`src/rtl/alu_defs_pkg.sv`:
```
// Shared ALU definitions: function codes, issue opcodes and the issue-buffer entry record.
package alu_defs;

  localparam int unsigned DATA_W   = 32;
  localparam int unsigned FUNC_W   = 4;
  localparam int unsigned OP_W     = 6;
  localparam int unsigned IMM_W    = 16;
  localparam int unsigned SHAMT_W  = 5;

  localparam logic [FUNC_W-1:0] FN_ADD     = 4'd0;
  localparam logic [FUNC_W-1:0] FN_SUB     = 4'd1;
  localparam logic [FUNC_W-1:0] FN_AND     = 4'd2;
  localparam logic [FUNC_W-1:0] FN_OR      = 4'd3;
  localparam logic [FUNC_W-1:0] FN_XOR     = 4'd4;
  localparam logic [FUNC_W-1:0] FN_NOT     = 4'd5;
  localparam logic [FUNC_W-1:0] FN_SHL     = 4'd6;
  localparam logic [FUNC_W-1:0] FN_SRA     = 4'd7;
  localparam logic [FUNC_W-1:0] FN_SRL     = 4'd8;
  localparam logic [FUNC_W-1:0] FN_ILLEGAL = 4'hF;

  localparam logic [OP_W-1:0] OP_RTYPE = 6'd0;
  localparam logic [OP_W-1:0] OP_ADDI  = 6'd1;
  localparam logic [OP_W-1:0] OP_SUBI  = 6'd2;
  localparam logic [OP_W-1:0] OP_ANDI  = 6'd3;
  localparam logic [OP_W-1:0] OP_ORI   = 6'd4;
  localparam logic [OP_W-1:0] OP_XORI  = 6'd5;
  localparam logic [OP_W-1:0] OP_NOT   = 6'd6;
  localparam logic [OP_W-1:0] OP_SHLI  = 6'd7;
  localparam logic [OP_W-1:0] OP_SRAI  = 6'd8;
  localparam logic [OP_W-1:0] OP_SRLI  = 6'd9;

  // Highest R-type funct value that maps onto a real ALU function
  localparam logic [OP_W-1:0] FUNCT_MAX = 6'd8;

  typedef struct packed {
    logic [DATA_W-1:0] a;
    logic [DATA_W-1:0] b;
    logic [FUNC_W-1:0] func;
    logic              illegal;
  } alu_entry_t;

endpackage

```
`src/rtl/alu_issue_if.sv`:
```
// Issue-stage handshake bundle: upstream instruction channel plus downstream ALU operation channel.
interface alu_issue_if;
  import alu_defs::*;

  logic               in_valid;
  logic               in_ready;
  logic [OP_W-1:0]    in_opcode;
  logic [OP_W-1:0]    in_funct;
  logic [DATA_W-1:0]  in_rs_val;
  logic [DATA_W-1:0]  in_rt_val;
  logic [IMM_W-1:0]   in_imm;
  logic [SHAMT_W-1:0] in_shamt;
  logic               out_valid;
  logic               out_ready;
  logic [DATA_W-1:0]  out_a;
  logic [DATA_W-1:0]  out_b;
  logic [FUNC_W-1:0]  out_func;
  logic               out_illegal;

  modport master (
    output in_valid, in_opcode, in_funct, in_rs_val, in_rt_val, in_imm, in_shamt, out_ready,
    input  in_ready, out_valid, out_a, out_b, out_func, out_illegal
  );

  modport slave (
    input  in_valid, in_opcode, in_funct, in_rs_val, in_rt_val, in_imm, in_shamt, out_ready,
    output in_ready, out_valid, out_a, out_b, out_func, out_illegal
  );

endinterface

```
`src/rtl/alu_issue_stage_decode.sv`:
```
// Combinational instruction decode into an ALU operand/function entry.
module alu_issue_decode
  import alu_defs::*;
#(
  parameter bit LOGIC_SEXT = 1'b0
) (
  input  logic [OP_W-1:0]    opcode,
  input  logic [OP_W-1:0]    funct,
  input  logic [DATA_W-1:0]  rs_val,
  input  logic [DATA_W-1:0]  rt_val,
  input  logic [IMM_W-1:0]   imm,
  input  logic [SHAMT_W-1:0] shamt,
  output alu_entry_t         entry
);

  logic [DATA_W-1:0] imm_sext;
  logic [DATA_W-1:0] imm_zext;
  logic [DATA_W-1:0] imm_logic;

  assign imm_sext  = {{(DATA_W-IMM_W){imm[IMM_W-1]}}, imm};
  assign imm_zext  = {{(DATA_W-IMM_W){1'b0}}, imm};
  assign imm_logic = LOGIC_SEXT ? imm_sext : imm_zext;

  // Map opcode/funct to {a, b, func, illegal}; anything unrecognised falls through to the illegal tuple
  always_comb begin
    entry = '{a: '0, b: '0, func: FN_ILLEGAL, illegal: 1'b1};
    case (opcode)
      OP_RTYPE: begin
        if (funct <= FUNCT_MAX) begin
          entry = '{a: rs_val, b: rt_val, func: funct[FUNC_W-1:0], illegal: 1'b0};
        end
      end
      OP_ADDI: entry = '{a: rs_val, b: imm_sext,  func: FN_ADD, illegal: 1'b0};
      OP_SUBI: entry = '{a: rs_val, b: imm_sext,  func: FN_SUB, illegal: 1'b0};
      OP_ANDI: entry = '{a: rs_val, b: imm_logic, func: FN_AND, illegal: 1'b0};
      OP_ORI:  entry = '{a: rs_val, b: imm_logic, func: FN_OR,  illegal: 1'b0};
      OP_XORI: entry = '{a: rs_val, b: imm_logic, func: FN_XOR, illegal: 1'b0};
      OP_NOT:  entry = '{a: rs_val, b: '0,        func: FN_NOT, illegal: 1'b0};
      OP_SHLI: entry = '{a: rs_val, b: DATA_W'(shamt), func: FN_SHL, illegal: 1'b0};
      OP_SRAI: entry = '{a: rs_val, b: DATA_W'(shamt), func: FN_SRA, illegal: 1'b0};
      OP_SRLI: entry = '{a: rs_val, b: DATA_W'(shamt), func: FN_SRL, illegal: 1'b0};
      default: ;
    endcase
  end

endmodule

```
`src/rtl/alu_issue_stage.sv`:
```
// ALU issue stage: decodes accepted instructions into a small FIFO and presents the head entry to the ALU.
module alu_issue_stage
  import alu_defs::*;
#(
  parameter int unsigned DEPTH      = 2,
  parameter bit          LOGIC_SEXT = 1'b0
) (
  input logic        clk,
  input logic        rst,
  input logic        flush,
  alu_issue_if.slave bus
);

  localparam int unsigned PTR_W = $clog2(DEPTH);
  localparam int unsigned CNT_W = $clog2(DEPTH + 1);

  alu_entry_t       mem [DEPTH];
  alu_entry_t       dec_entry;
  logic [PTR_W-1:0] wr_ptr;
  logic [PTR_W-1:0] rd_ptr;
  logic [CNT_W-1:0] count;
  logic             ready_en;
  logic             push;
  logic             pop;

  function automatic logic [PTR_W-1:0] ptr_next(input logic [PTR_W-1:0] p);
    return (p == PTR_W'(DEPTH - 1)) ? '0 : p + PTR_W'(1);
  endfunction

  alu_issue_decode #(.LOGIC_SEXT(LOGIC_SEXT)) u_decode (
    .opcode (bus.in_opcode),
    .funct  (bus.in_funct),
    .rs_val (bus.in_rs_val),
    .rt_val (bus.in_rt_val),
    .imm    (bus.in_imm),
    .shamt  (bus.in_shamt),
    .entry  (dec_entry)
  );

  // Handshake status comes only from registered state; ready_en keeps in_ready low throughout reset
  assign bus.in_ready  = ready_en && (count < CNT_W'(DEPTH));
  assign bus.out_valid = (count != '0);
  assign push          = bus.in_valid && bus.in_ready;
  assign pop           = bus.out_valid && bus.out_ready;

  // Head entry drives the ALU operands; storage is cleared in reset so these read zero then
  assign bus.out_a       = mem[rd_ptr].a;
  assign bus.out_b       = mem[rd_ptr].b;
  assign bus.out_func    = mem[rd_ptr].func;
  assign bus.out_illegal = mem[rd_ptr].illegal;

  // Release input acceptance on the first edge after reset deasserts
  always_ff @(posedge clk or negedge rst) begin
    if (!rst) ready_en <= 1'b0;
    else      ready_en <= 1'b1;
  end

  // Occupancy and pointers; flush discards everything including a same-cycle push
  always_ff @(posedge clk or negedge rst) begin
    if (!rst) begin
      count  <= '0;
      wr_ptr <= '0;
      rd_ptr <= '0;
    end else if (flush) begin
      count  <= '0;
      wr_ptr <= '0;
      rd_ptr <= '0;
    end else begin
      if (push) wr_ptr <= ptr_next(wr_ptr);
      if (pop)  rd_ptr <= ptr_next(rd_ptr);
      case ({push, pop})
        2'b10:   count <= count + CNT_W'(1);
        2'b01:   count <= count - CNT_W'(1);
        default: ;
      endcase
    end
  end

  // Entry storage written with the decoded tuple at input transfer
  always_ff @(posedge clk or negedge rst) begin
    if (!rst) begin
      for (int unsigned i = 0; i < DEPTH; i++) mem[i] <= '0;
    end else if (push && !flush) begin
      mem[wr_ptr] <= dec_entry;
    end
  end

endmodule

```
`src/flat_wrapper.sv`:
```
// flat-port wrapper written by rule: the top's interface ports become plain ports
module alu_issue_stage_flat import alu_defs::*;
#(
  parameter int unsigned DEPTH      = 2,
  parameter bit          LOGIC_SEXT = 1'b0
)
  (clk, rst, flush, bus_in_valid, bus_in_opcode, bus_in_funct, bus_in_rs_val, bus_in_rt_val, bus_in_imm, bus_in_shamt, bus_out_ready, bus_in_ready, bus_out_valid, bus_out_a, bus_out_b, bus_out_func, bus_out_illegal);
  alu_issue_if bus_i ();
  input logic clk;
  input logic rst;
  input logic flush;
  input wire logic [$bits(bus_i.in_valid)-1:0] bus_in_valid;
  input wire logic [$bits(bus_i.in_opcode)-1:0] bus_in_opcode;
  input wire logic [$bits(bus_i.in_funct)-1:0] bus_in_funct;
  input wire logic [$bits(bus_i.in_rs_val)-1:0] bus_in_rs_val;
  input wire logic [$bits(bus_i.in_rt_val)-1:0] bus_in_rt_val;
  input wire logic [$bits(bus_i.in_imm)-1:0] bus_in_imm;
  input wire logic [$bits(bus_i.in_shamt)-1:0] bus_in_shamt;
  input wire logic [$bits(bus_i.out_ready)-1:0] bus_out_ready;
  output wire logic [$bits(bus_i.in_ready)-1:0] bus_in_ready;
  output wire logic [$bits(bus_i.out_valid)-1:0] bus_out_valid;
  output wire logic [$bits(bus_i.out_a)-1:0] bus_out_a;
  output wire logic [$bits(bus_i.out_b)-1:0] bus_out_b;
  output wire logic [$bits(bus_i.out_func)-1:0] bus_out_func;
  output wire logic [$bits(bus_i.out_illegal)-1:0] bus_out_illegal;
  assign bus_i.in_valid = bus_in_valid;
  assign bus_i.in_opcode = bus_in_opcode;
  assign bus_i.in_funct = bus_in_funct;
  assign bus_i.in_rs_val = bus_in_rs_val;
  assign bus_i.in_rt_val = bus_in_rt_val;
  assign bus_i.in_imm = bus_in_imm;
  assign bus_i.in_shamt = bus_in_shamt;
  assign bus_i.out_ready = bus_out_ready;
  assign bus_in_ready = bus_i.in_ready;
  assign bus_out_valid = bus_i.out_valid;
  assign bus_out_a = bus_i.out_a;
  assign bus_out_b = bus_i.out_b;
  assign bus_out_func = bus_i.out_func;
  assign bus_out_illegal = bus_i.out_illegal;
  alu_issue_stage #(.DEPTH(DEPTH), .LOGIC_SEXT(LOGIC_SEXT)) u_core (.clk(clk), .rst(rst), .flush(flush), .bus(bus_i));
endmodule
```
`config.mk`:
```
export PLATFORM = sky130hd
export DESIGN_NAME = alu_issue_stage_flat
export DESIGN_NICKNAME = d
export VERILOG_FILES = /design/src/rtl/alu_defs_pkg.sv /design/src/rtl/alu_issue_if.sv /design/src/rtl/alu_issue_stage_decode.sv /design/src/rtl/alu_issue_stage.sv /design/src/flat_wrapper.sv
export SDC_FILE = /design/constraint.sdc
export NUM_CORES = 1
export LEC_CHECK = 0
export CAP_MARGIN = 30
export CORE_UTILIZATION = 50
export CTS_CLUSTER_SIZE = 16
export DETAILED_ROUTE_END_ITERATION = 6
export PLACE_DENSITY = 0.81
export SYNTH_ARGS = -nofsm -noshare
export SYNTH_HDL_FRONTEND = slang
export SYNTH_HIERARCHICAL = 1
export SYNTH_SLANG_ARGS = --single-unit
```
`constraint.sdc`:
```
create_clock -name clk -period 2 [get_ports clk]
set_input_delay 0.4 -clock clk [delete_from_list [all_inputs] [get_ports clk]]
set_output_delay 0.4 -clock clk [all_outputs]
set_load 0.01 [all_outputs]
```
# --- Yosys cells after proc, flatten, opt, wreduce, memory -nomap -nowiden ---
# Cells that the tools add are included.
totals:
  reg_bits: 143
  inputBits: 102
  word_cells: 61
classes:
  n_addsub: 4
  magnitude_cmp: 5
  eq_ne: 11
  n_mux: 16
  bitwise_logic: 2
  n_reduce_logical: 11
ops:
  columns: ["cell", "count"]
  rows:
  - ["$pmux 69 s10", 1]
  - ["$mux 69", 5]
  - ["$bwmux 138", 1]
  - ["$demux 69 s1", 1]
  - ["$eq 6x3->1 const B", 4]
  - ["$eq 6x2->1 const B", 2]
  - ["$eq 6x4->1 const B", 2]
  - ["$eq 6x1->1 const B", 1]
  - ["$le 6x4->1 const B", 1]
  - ["$logic_not 6->1", 1]
  - ["$mux 1", 6]
  - ["$reduce_bool 2->1", 3]
  - ["$logic_and 1x1->1", 5]
  - ["$ge 2x2->1 const B", 2]
  - ["$not 1->2", 2]
  - ["$pmux 2 s2", 1]
  - ["$reduce_bool 3->1", 1]
  - ["$add 1x1->1 const B", 2]
  - ["$add 2x1->2 const B", 1]
  - ["$eq 2x1->1 const B", 1]
  - ["$eq 2x2->1 const B", 1]
  - ["$lt 2x1->1 const B", 1]
  - ["$lt 2x2->1 const B", 1]
  - ["$mux 2", 1]
  - ["other kinds (2)", 2]

# --- Depth between registers and ports, before layout ---
# Gate-level depths: netlist (run 1).
depth:
  ltp_word: 6
  depth_mapped: 7
  depth_no_buf: 5

# --- Hierarchy ---
# The synthesis (run 1) kept the hierarchy.
modules_own_cells:
  columns: ["module", "instances", "cells_per_inst", "area_each_um2", "seq_area_each_um2"]
  rows:
  - ["alu_issue_stage", 1, 394, 6209.7, 3578.4]
  - ["alu_issue_decode", 1, 119, 817.0, 0.0]

# --- Worst setup path after synthesis (run 1) ---
# OpenSTA, ideal clock, no wires.
synth_path:
  kind: "input to register"
  startpoint: "in bus_in_opcode[0]"
  endpoint: "reg u_core/mem[6] in the netlist's numbering"
  arrival_ps: 1892
  required_time_ps: 1875
  path_slack_ps: -17
  stages: 7
  path_cell_list: "buf_2 or3_4 and3b_1 buf_6 and2_0 a221o_1 mux2_4"
synth_rtl:
  columns: ["element", "line_no", "text"]
  rows:
  - ["start, declared", "flat_wrapper.sv:13", "input wire logic [$bits(bus_i.in_opcode)-1:0] bus_in_opcode;"]
  - ["end signal, assigned by index", "alu_issue_stage.sv:84", "mem[wr_ptr] <= dec_entry;"]
  - ["end, declared", "alu_issue_stage.sv:17", "alu_entry_t mem [DEPTH];"]

# --- Worst setup path in the final report (run 1) ---
layout_path:
  startpoint: "reg u_core.rd_ptr"
  endpoint: "out bus_out_a[22]"
layout_between:
  elab_chain_len: 4
layout_rtl:
  columns: ["element", "line_no", "text"]
  rows:
  - ["start, declared", "alu_issue_stage.sv:20", "logic [PTR_W-1:0] rd_ptr;"]
  - ["start signal, assigned", "alu_issue_stage.sv:70", "if (pop) rd_ptr <= ptr_next(rd_ptr);"]
  - ["$not 1->2 (not written as such)", "alu_issue_stage.sv:47", "assign bus.out_a = mem[rd_ptr].a;"]
  - ["$mux 69 (not written as such) (2 in a row)", "alu_issue_stage.sv:47", null]
  - ["$mux 69", null, null]
  - ["end, declared", "flat_wrapper.sv:22", "output wire logic [$bits(bus_i.out_a)-1:0] bus_out_a;"]
# Every way passes these cells. The select of a mux whose other input is x is not followed.

==> results of run 1 <==
sequential cells by signal, summed over array words and instances, names as in the netlist:
name             cells
u_core/count         2
u_core/rd_ptr        1
u_core/ready_en      1
u_core/wr_ptr        1
u_core/mem         138
through the flow:
stage / utilization (%) / setup WS [ps] / hold WS (ps) / area (sq um)
global route: 76.4 / -119 / 518 / 10300
global placement: 67.8 / -290 / 371 / 9120
floorplan: - / 2.69 / 104 / 7040
detailed placement: 67.8 / -339 / 382 / 9120
finish: 76.4 / -69.4 / 503 / 10300
CTS: 71.3 / -193 / 500 / 9590
repair_timing:
action,in CTS,in global routing
resized for setup,219,193
cloned,3,8
hold endpoints to repair,47,0
buffers inserted,8,2
setup endpoints to repair,71,97
hold buffers,1,0
cells in the mapped netlist, drive strengths merged (2+ instances only):
cell type    n
nor2b        2
dfrtp      143
nor3         3
xor2         3
nor2         7
and2        37
o31ai        2
or3          6
a21o        16
nand2        5
inv          2
clkbuf      13
a221o        5
buf         24
a21oi        7
mux2       207
a22o        11
or2          3
o21ai        4
nand3b       2
worst reg2reg max path: stages, from the launching register on:
cell and delay [ps]:
dfrtp_1 410, buf_4 160, nand3b_4 180, or3b_4 470, buf_4 240, mux2_2 310
layer usage:
metal	share of wire, %	global-route usage (%)
met5	0	0
met3	6.2	6.84
met1	41	29.0
met2	51	41.6
met4	1.4	8.64
cell families after synthesis:
kind of cell / share of synthesized area, %
flops: 50.9
simple gates: 6.62
mux: 33.7
xor+xnor: 0.499
other cells: 0.0534
compound gates: 5.24
buf+inv: 2.96
layout make-up:
| type | count | area [sq um] |
|---|---|---|
| fillers | 852 | 3170 |
| well taps | 176 | 220 |
| inverters | 2 | 7.51 |
| multi-input cells | 331 | 3480 |
| clock buffers | 23 | 468 |
| repair buffers | 221 | 2460 |
| flip-flops and latches | 143 | 3580 |
| clock inverters | 7 | 63.8 |
power groups by stage:
stage,combinational (W),clock [W],sequential [W]
2_1_floorplan,0.000526,0,0.00321
3_3_place_gp,0.00109,0,0.00323
3_5_place_dp,0.00111,0,0.00325
4_1_cts,0.00107,0.00294,0.00320
5_1_grt,0.00135,0.00305,0.00323
6_report,0.00128,0.00288,0.00321
final timing paths:
kind	from	endpoint	slack, ps	cells after the start
max in group asynchronous	rst	u_core/mem[11]	840	3
worst max register to register	u_core/count[1]	u_core/mem[34]	110	5
worst max-delay path	u_core/rd_ptr	bus_out_a[22]	-70	5
worst min-delay path	rst	u_core/mem[88]	500	2
worst min register to register	u_core/mem[108]	u_core/mem[108]	500	1
min in group clk	u_core/mem[108]	u_core/mem[108]	500	1
==> results by group, run 1 <==
Logic synthesis
  • Ys async rst share: 100%
  • Top cells by area, synth: dfrtp_1 51%, mux2_2 32%, and2_1 2.8%
  • Syn nets: 615
  • Syn Area/Cell: 13.7 sq um
  • Synth warn: 6
  • Synth area leader: dfrtp_1
  • Post-synthesis sequential area ratio: 50.9%
  • Syn Inst Count: 513
  • Post-synthesis cell area: 7030 sq um
  • Post-synth EDFFs: 0
  • Primary FF master, synth: dfrtp_1
  • Share of the synthesized area in the top cell type: 50.9%
  • Distinct cell type count of the synthesized netlist: 39
  • Yosys reg bits: 143

CTS
  • Clk_lat worst skew: 420 ps
  • Reg clk slew, reported paths: 60 ps
  • CTS Buffer Depth: 2
  • CTS tree: built
  • Clock root cell: clkbuf_16
  • CTS Buf Count: 17
  • CTS sink cnt: 143
  • H-tree Lvls: 4

Power and ir drop
  • Switching Share: 23.4%
  • P_int: 0.00565 W
  • Clock power frac: 39.1%
  • Part of the power in registers: 43.6%
  • Final Total Pwr: 0.00737 W
  • LEAKAGE: 5.05 nW
  • Combinational fraction of design power: 17.3%
  • Switching Power: 0.00172 W
  • PD cells: 717 nW/um^2
  • Max VDD drop: 0.511 mV

STA
  • Layout Skew: 6.92 ps
  • Tmin final: 2070 ps
  • FMAX: 483 MHz
  • Rel. slew slack: 66.0%
  • Actual slew at the worst max-slew pin: 510 ps
  • Final setup viols: 43
  • Setup TNS: -903 ps
  • RSZ-0062 raised after global routing: true
  • Final hold violations: 0
  • Crit share post-route: 103%
  • Final WS setup: -69.4 ps
  • Fin. max-slew vios: 0

Floorplan
  • Row count: 42
  • Die ar.: 14500 sq um
  • Starting Density: 52.2%
  • Die W: 121 um
  • Core ar.: 13500 sq um
  • IO Pins: 173
  • Die height: 121 um

Final layout
  • Share of layout cells above drive strength 1: 49.9%
  • Commonest non-fill, non-tap cell in the layout: mux2_2
  • Fin nets: 818
  • Most frequent cells in the layout: 143 x mux2_2, 142 x dfrtp_1, 100 x clkdlybuf4s50_1
  • Area grow syn2layout: 46.3%
  • N_diodes: 0
  • Final Non-Filler Cells: 903

Setup path
  • Bufs and invs on worst path: 4
  • Top cell by count, worst path: buf_6
  • Crit path max-delay family: buffers and inverters
  • Critical-path cell with the highest stage delay: dfrtp_2
  • WS Path Type: reg2out
  • Required @ worst endpoint: 1600 ps
  • CP startpoint kind: register
  • CP endpoint kind: output port
  • Worst-path fanout max: 5
  • CP cell instances: buf_12 -> buf_16 -> buf_6 -> mux2_4 -> buf_6
  • Crit-path max cell delay: 450 ps
  • Critical path data arrival time: 1670 ps

Global routing
  • Antenna violations before repair: 0
  • Largest net degree at the start of global routing: 54
  • GRT Resource Usage Total: 24.2%
  • Remaining global-route overflow: 0
  • Vias in the first global route: 5388
  • Global-route wire length before repair: 26.9 mm

Min path
  • Hold Path Class: in2async

Placed design
  • DP HPWL: 11.0 mm
  • Port bufs: 172
  • Placed cells: 851
  • Routability cong.: 0.814

Outcome
  • Status: complete, but fails checks
  • Failing checks: negative setup slack

Drt
  • Initial drt markers: 307
  • Routed len/inst: 20.1 um
  • Routed Antenna Nets: 0
  • Via density: 5.51
  • Detailed-route DRC error count: 0
  • Drt pass-1 iters: 4
  • Via count: 4976
  • Routed wire length: 18.2 mm

Run
  • Maxcap violations: 0
Power figures use the tool's default switching activity.
==> inputs of run 2 (changes only) <==
--- a/config.mk
+++ b/config.mk
@@ -6,11 +6,10 @@
 export NUM_CORES = 1
 export LEC_CHECK = 0
 export CAP_MARGIN = 30
-export CORE_UTILIZATION = 50
+export CORE_UTILIZATION = 49
 export CTS_CLUSTER_SIZE = 16
 export DETAILED_ROUTE_END_ITERATION = 6
-export PLACE_DENSITY = 0.81
+export PLACE_DENSITY = 0.8
 export SYNTH_ARGS = -nofsm -noshare
 export SYNTH_HDL_FRONTEND = slang
-export SYNTH_HIERARCHICAL = 1
 export SYNTH_SLANG_ARGS = --single-unit
==> constraint.sdc (replaced) <==
create_clock -name clk -period 2 [get_ports clk]
set_input_delay 0.4 -clock clk [delete_from_list [all_inputs] [get_ports clk]]
set_output_delay 0.4 -clock clk [all_outputs]
set_load 0.02 [all_outputs]
==> run 2 against run 1 <==
Effect of this change: the flow still finishes with violations (negative setup slack); routed wire length increased by 14%; cell count increased by 8.5%; first-iteration DRC count is 87% higher; area after synthesis down 5.0%; worst setup slack got worse by 37 ps; power is 22% higher.
==> results by group, run 2 <==
Logic synthesis
  • Post-Synth XOR/XNOR Area: 0.393% (was 0.499%)
  • Syn Area/Cell: 11.5 sq um (was 13.7 sq um)
  • Post-synth EDFFs: 0 (unchanged)
  • Ys async rst share: 100% (unchanged)
  • Post-Synth Adder-Cell Area: 0% (unchanged)
  • Post-synthesis cell area: 6680 sq um (was 7030 sq um)
  • Top cells by area, synth: dfrtp_1 54%, mux2_2 12%, a32o_1 9.6% (was dfrtp_1 51%, mux2_2 32%, and2_1 2.8%)
  • Synth Area in Compound Gates: 18.9% (was 5.24%)
  • Primary FF master, synth: dfrtp_1 (unchanged)
  • Syn Inst Count: 583 (was 513)
  • Count leader, synth: dfrtp_1 (was mux2_2)
  • Post-synth top cells: 143 x dfrtp_1, 69 x mux2_2, 64 x a32o_1 (was 197 x mux2_2, 143 x dfrtp_1, 32 x and2_1)
  • Post-Synth Simple-Gate Area: 10.9% (was 6.62%)
  • Yosys reg bits: 143 (unchanged)
  • Synth area leader: dfrtp_1 (unchanged)
  • Distinct cell type count of the synthesized netlist: 42 (was 39)
  • Mux cell area share after synthesis: 11.6% (was 33.7%)
  • Largest family of logic cells by synthesized area: compound AO/OA/AOI/OAI gates (was multiplexers)
  • Share of the synthesized area in the top cell type: 53.6% (was 50.9%)
  • Synth warn: 0 (was 6)
  • Post-synthesis sequential area ratio: 53.6% (was 50.9%)
  • Syn nets: 685 (was 615)

Min path
  • Hold Path Class: in2async (unchanged)

Final layout
  • Area grow syn2layout: 48.3% (was 46.3%)
  • N_diodes: 0 (unchanged)
  • Max FFs per register: 138 (unchanged)
  • Largest register by flop count: u_core.mem (was u_core/mem)
  • Share of layout cells above drive strength 1: 32.0% (was 49.9%)
  • Most frequent cells in the layout: 142 x dfrtp_1, 100 x clkdlybuf4s50_1, 64 x a32o_1 (was 143 x mux2_2, 142 x dfrtp_1, 100 x clkdlybuf4s50_1)
  • Top flop regs: u_core.mem: 138 flops, u_core.count: 2 flops (was u_core/mem: 138 flops, u_core/count: 2 flops)
  • Post-layout util: 74.8% (was 76.4%)
  • Design area: 9900 sq um (was 10300 sq um)
  • Fin nets: 893 (was 818)
  • Commonest non-fill, non-tap cell in the layout: dfrtp_1 (was mux2_2)

Setup path
  • Critical path data arrival time: 1710 ps (was 1670 ps)
  • Required @ worst endpoint: 1600 ps (about the same)
  • CP endpoint kind: output port (unchanged)
  • Critical-path cell with the highest stage delay: dfrtp_2 (unchanged)
  • CP cell instances: buf_6 -> buf_12 -> clkbuf_16 -> mux2_2 -> buf_6 (was buf_12 -> buf_16 -> buf_6 -> mux2_4 -> buf_6)
  • Worst-path fanout max: 5 (unchanged)
  • Top cell by count, worst path: buf_6 (unchanged)
  • WS Path Type: reg2out (unchanged)
  • CP startpoint kind: register (unchanged)
  • Crit-path max cell delay: 430 ps (was 450 ps)

STA
  • Tmin final: 2110 ps (was 2070 ps)
  • Worst Hold Slack: 470 ps (was 503 ps)
  • Final WS setup: -106 ps (was -69.4 ps)
  • Layout Skew: 5.75 ps (was 6.92 ps)
  • Final setup viols: 54 (was 43)
  • Fin. max-slew vios: 0 (unchanged)
  • Final hold violations: 0 (unchanged)
  • Rel. slew slack: 61.4% (was 66.0%)
  • RSZ-0062 raised after global routing: true (unchanged)
  • Crit share post-route: 105% (was 103%)
  • FMAX: 475 MHz (was 483 MHz)
  • Actual slew at the worst max-slew pin: 577 ps (was 510 ps)

Drt
  • Detailed-route DRC error count: 0 (unchanged)
  • Routed Antenna Nets: 0 (unchanged)
  • Routed len/inst: 21.2 um (was 20.1 um)
  • Drt pass-1 iters: 7 (was 4)
  • Via count: 5973 (was 4976)
  • Routed wire length: 20.8 mm (was 18.2 mm)
  • Via density: 6.09 (was 5.51)
  • Initial drt markers: 574 (was 307)

Placed design
  • DP HPWL: 12.2 mm (was 11.0 mm)
  • Port bufs: 172 (unchanged)
  • Routability cong.: 0.870 (was 0.814)
  • Post-DP Area: 8870 sq um (was 9120 sq um)

CTS
  • CTS sink cnt: 143 (unchanged)
  • CTS tree: built (unchanged)
  • Reg clk slew, reported paths: 60 ps (about the same)
  • CTS Buffer Depth: 2 (unchanged)
  • CTS Buf Count: 17 (unchanged)
  • H-tree Lvls: 4 (unchanged)
  • Clk_lat worst skew: 430 ps (was 420 ps)
  • Clock root cell: clkbuf_16 (unchanged)

Power and ir drop
  • Combinational fraction of design power: 20.7% (was 17.3%)
  • PD cells: 911 nW/um^2 (was 717 nW/um^2)
  • P_int: 0.00663 W (was 0.00565 W)
  • Clock power frac: 40.1% (was 39.1%)
  • Switching Power: 0.00239 W (was 0.00172 W)
  • Switching Share: 26.5% (was 23.4%)
  • LEAKAGE: 4.37 nW (was 5.05 nW)
  • Max VDD drop: 0.730 mV (was 0.511 mV)
  • Part of the power in registers: 39.2% (was 43.6%)
  • Final Total Pwr: 0.00902 W (was 0.00737 W)

Floorplan
  • Die W: 119 um (was 121 um)
  • Die height: 119 um (was 121 um)
  • IO Pins: 173 (unchanged)
  • Die ar.: 14100 sq um (was 14500 sq um)
  • Core ar.: 13200 sq um (was 13500 sq um)
  • Starting Density: 50.4% (was 52.2%)
  • Row count: 42 (unchanged)

Global routing
  • GRT Resource Usage Total: 29.2% (was 24.2%)
  • Largest net degree at the start of global routing: 55 (was 54)
  • Remaining global-route overflow: 0 (unchanged)
  • Global-route wire length before repair: 31.9 mm (was 26.9 mm)
  • Vias in the first global route: 6195 (was 5388)
  • Antenna violations before repair: 0 (unchanged)

Outcome
  • Failing checks: negative setup slack (unchanged)
  • Status: complete, but fails checks (unchanged)

Run
  • Maxcap violations: 0 (unchanged)
run 2: cell types whose count changed in the layout (fill, tap and decap cells not counted), moves of 21 or more:
cell / change
nand2_1: +41
mux2_4: -50
mux2_2: -88
buf_4: +21
nor2_1: +46
a32o_1: +64
a21oi_1: +35
and2_1: -30
run 2: logic make-up (layout without fill, tap and decap cells):
kind of cell / after synthesis / count (layout)
AO/OA/AOI/OAI: 154 / 154
AND/OR/NAND/NOR: 152 / 154
flip-flops: 143 / 143
multiplexers: 69 / 69
buffers and inverters: 61 / 280
XOR/XNOR: 3 / 3
other: 1 / 1
run 2: final timing paths:
check | startpoint | to | slack [ps] | cells after the start
worst max-delay path | u_core.rd_ptr | bus_out_b[6] | -110 | 5
worst min-delay path | rst | u_core.mem[51] | 470 | 2
worst max register to register | u_core.count[1] | u_core.mem[49] | 190 | 4
worst min register to register | u_core.mem[10] | u_core.mem[10] | 480 | 2
max in group asynchronous | rst | u_core.rd_ptr | 880 | 3
min in group clk | u_core.mem[10] | u_core.mem[10] | 480 | 2
run 2: what timing repair did:
action                     in CTS  in global routing
setup buffers                   6                  3
gates cloned                    4                  6
setup endpoints to repair     174                 73
pin swaps                       1                  0
gates resized for setup       308                 95
hold buffers                    1                  0
hold endpoints to repair       38                  0
run 2: cell type report:
class | count | area, sq um
Sequential cell | 143 | 3580
Tap cell | 176 | 220
Inverter | 9 | 33.8
Timing Repair Buffer | 239 | 2500
Multi-Input combinational cell | 381 | 2890
Fill cell | 854 | 3340
Clock buffer | 18 | 439
Clock inverter | 14 | 236
run 2: critical path, delay by kind of cell (launching register included):
kind	cells	cell delay (ps)
buffers and inverters	4	550
DFF	1	430
muxes	1	290
run 2: routing by layer:
metal	share of wire, %	GRT usage (%)
met5	0	0
met4	3.1	11.6
met3	5.6	6.27
met2	52	51.5
met1	40	34.4
run 2: metrics by stage:
step / cells / setup slack (ps) / TNS, ps
floorplan: 583 / 190 / 0
global placement: 928 / -561 / -58030
detailed placement: 928 / -586 / -60660
CTS: 971 / -110 / -2440
global route: 980 / -135 / -4510
finish: 980 / -106 / -2680
run 2: power by group through the flow:
stage / clock, W / sequential (W) / combinational [W]
finish: 0.00362 / 0.00353 / 0.00187
global route: 0.00376 / 0.00357 / 0.00199
CTS: 0.00364 / 0.00352 / 0.00171
detailed placement: 0 / 0.00356 / 0.00179
global placement: 0 / 0.00352 / 0.00174
floorplan: 0 / 0.00348 / 0.000954
==> inputs of run 3 (changes only) <==
--- a/config.mk
+++ b/config.mk
@@ -7,6 +7,7 @@
 export LEC_CHECK = 0
 export CAP_MARGIN = 30
 export CORE_UTILIZATION = 49
+export CTS_CLUSTER_DIAMETER = 200
 export CTS_CLUSTER_SIZE = 16
 export DETAILED_ROUTE_END_ITERATION = 6
 export PLACE_DENSITY = 0.8
==> results of run 3 <==
Final layout, timing and power as in run 2 (identical DEF).
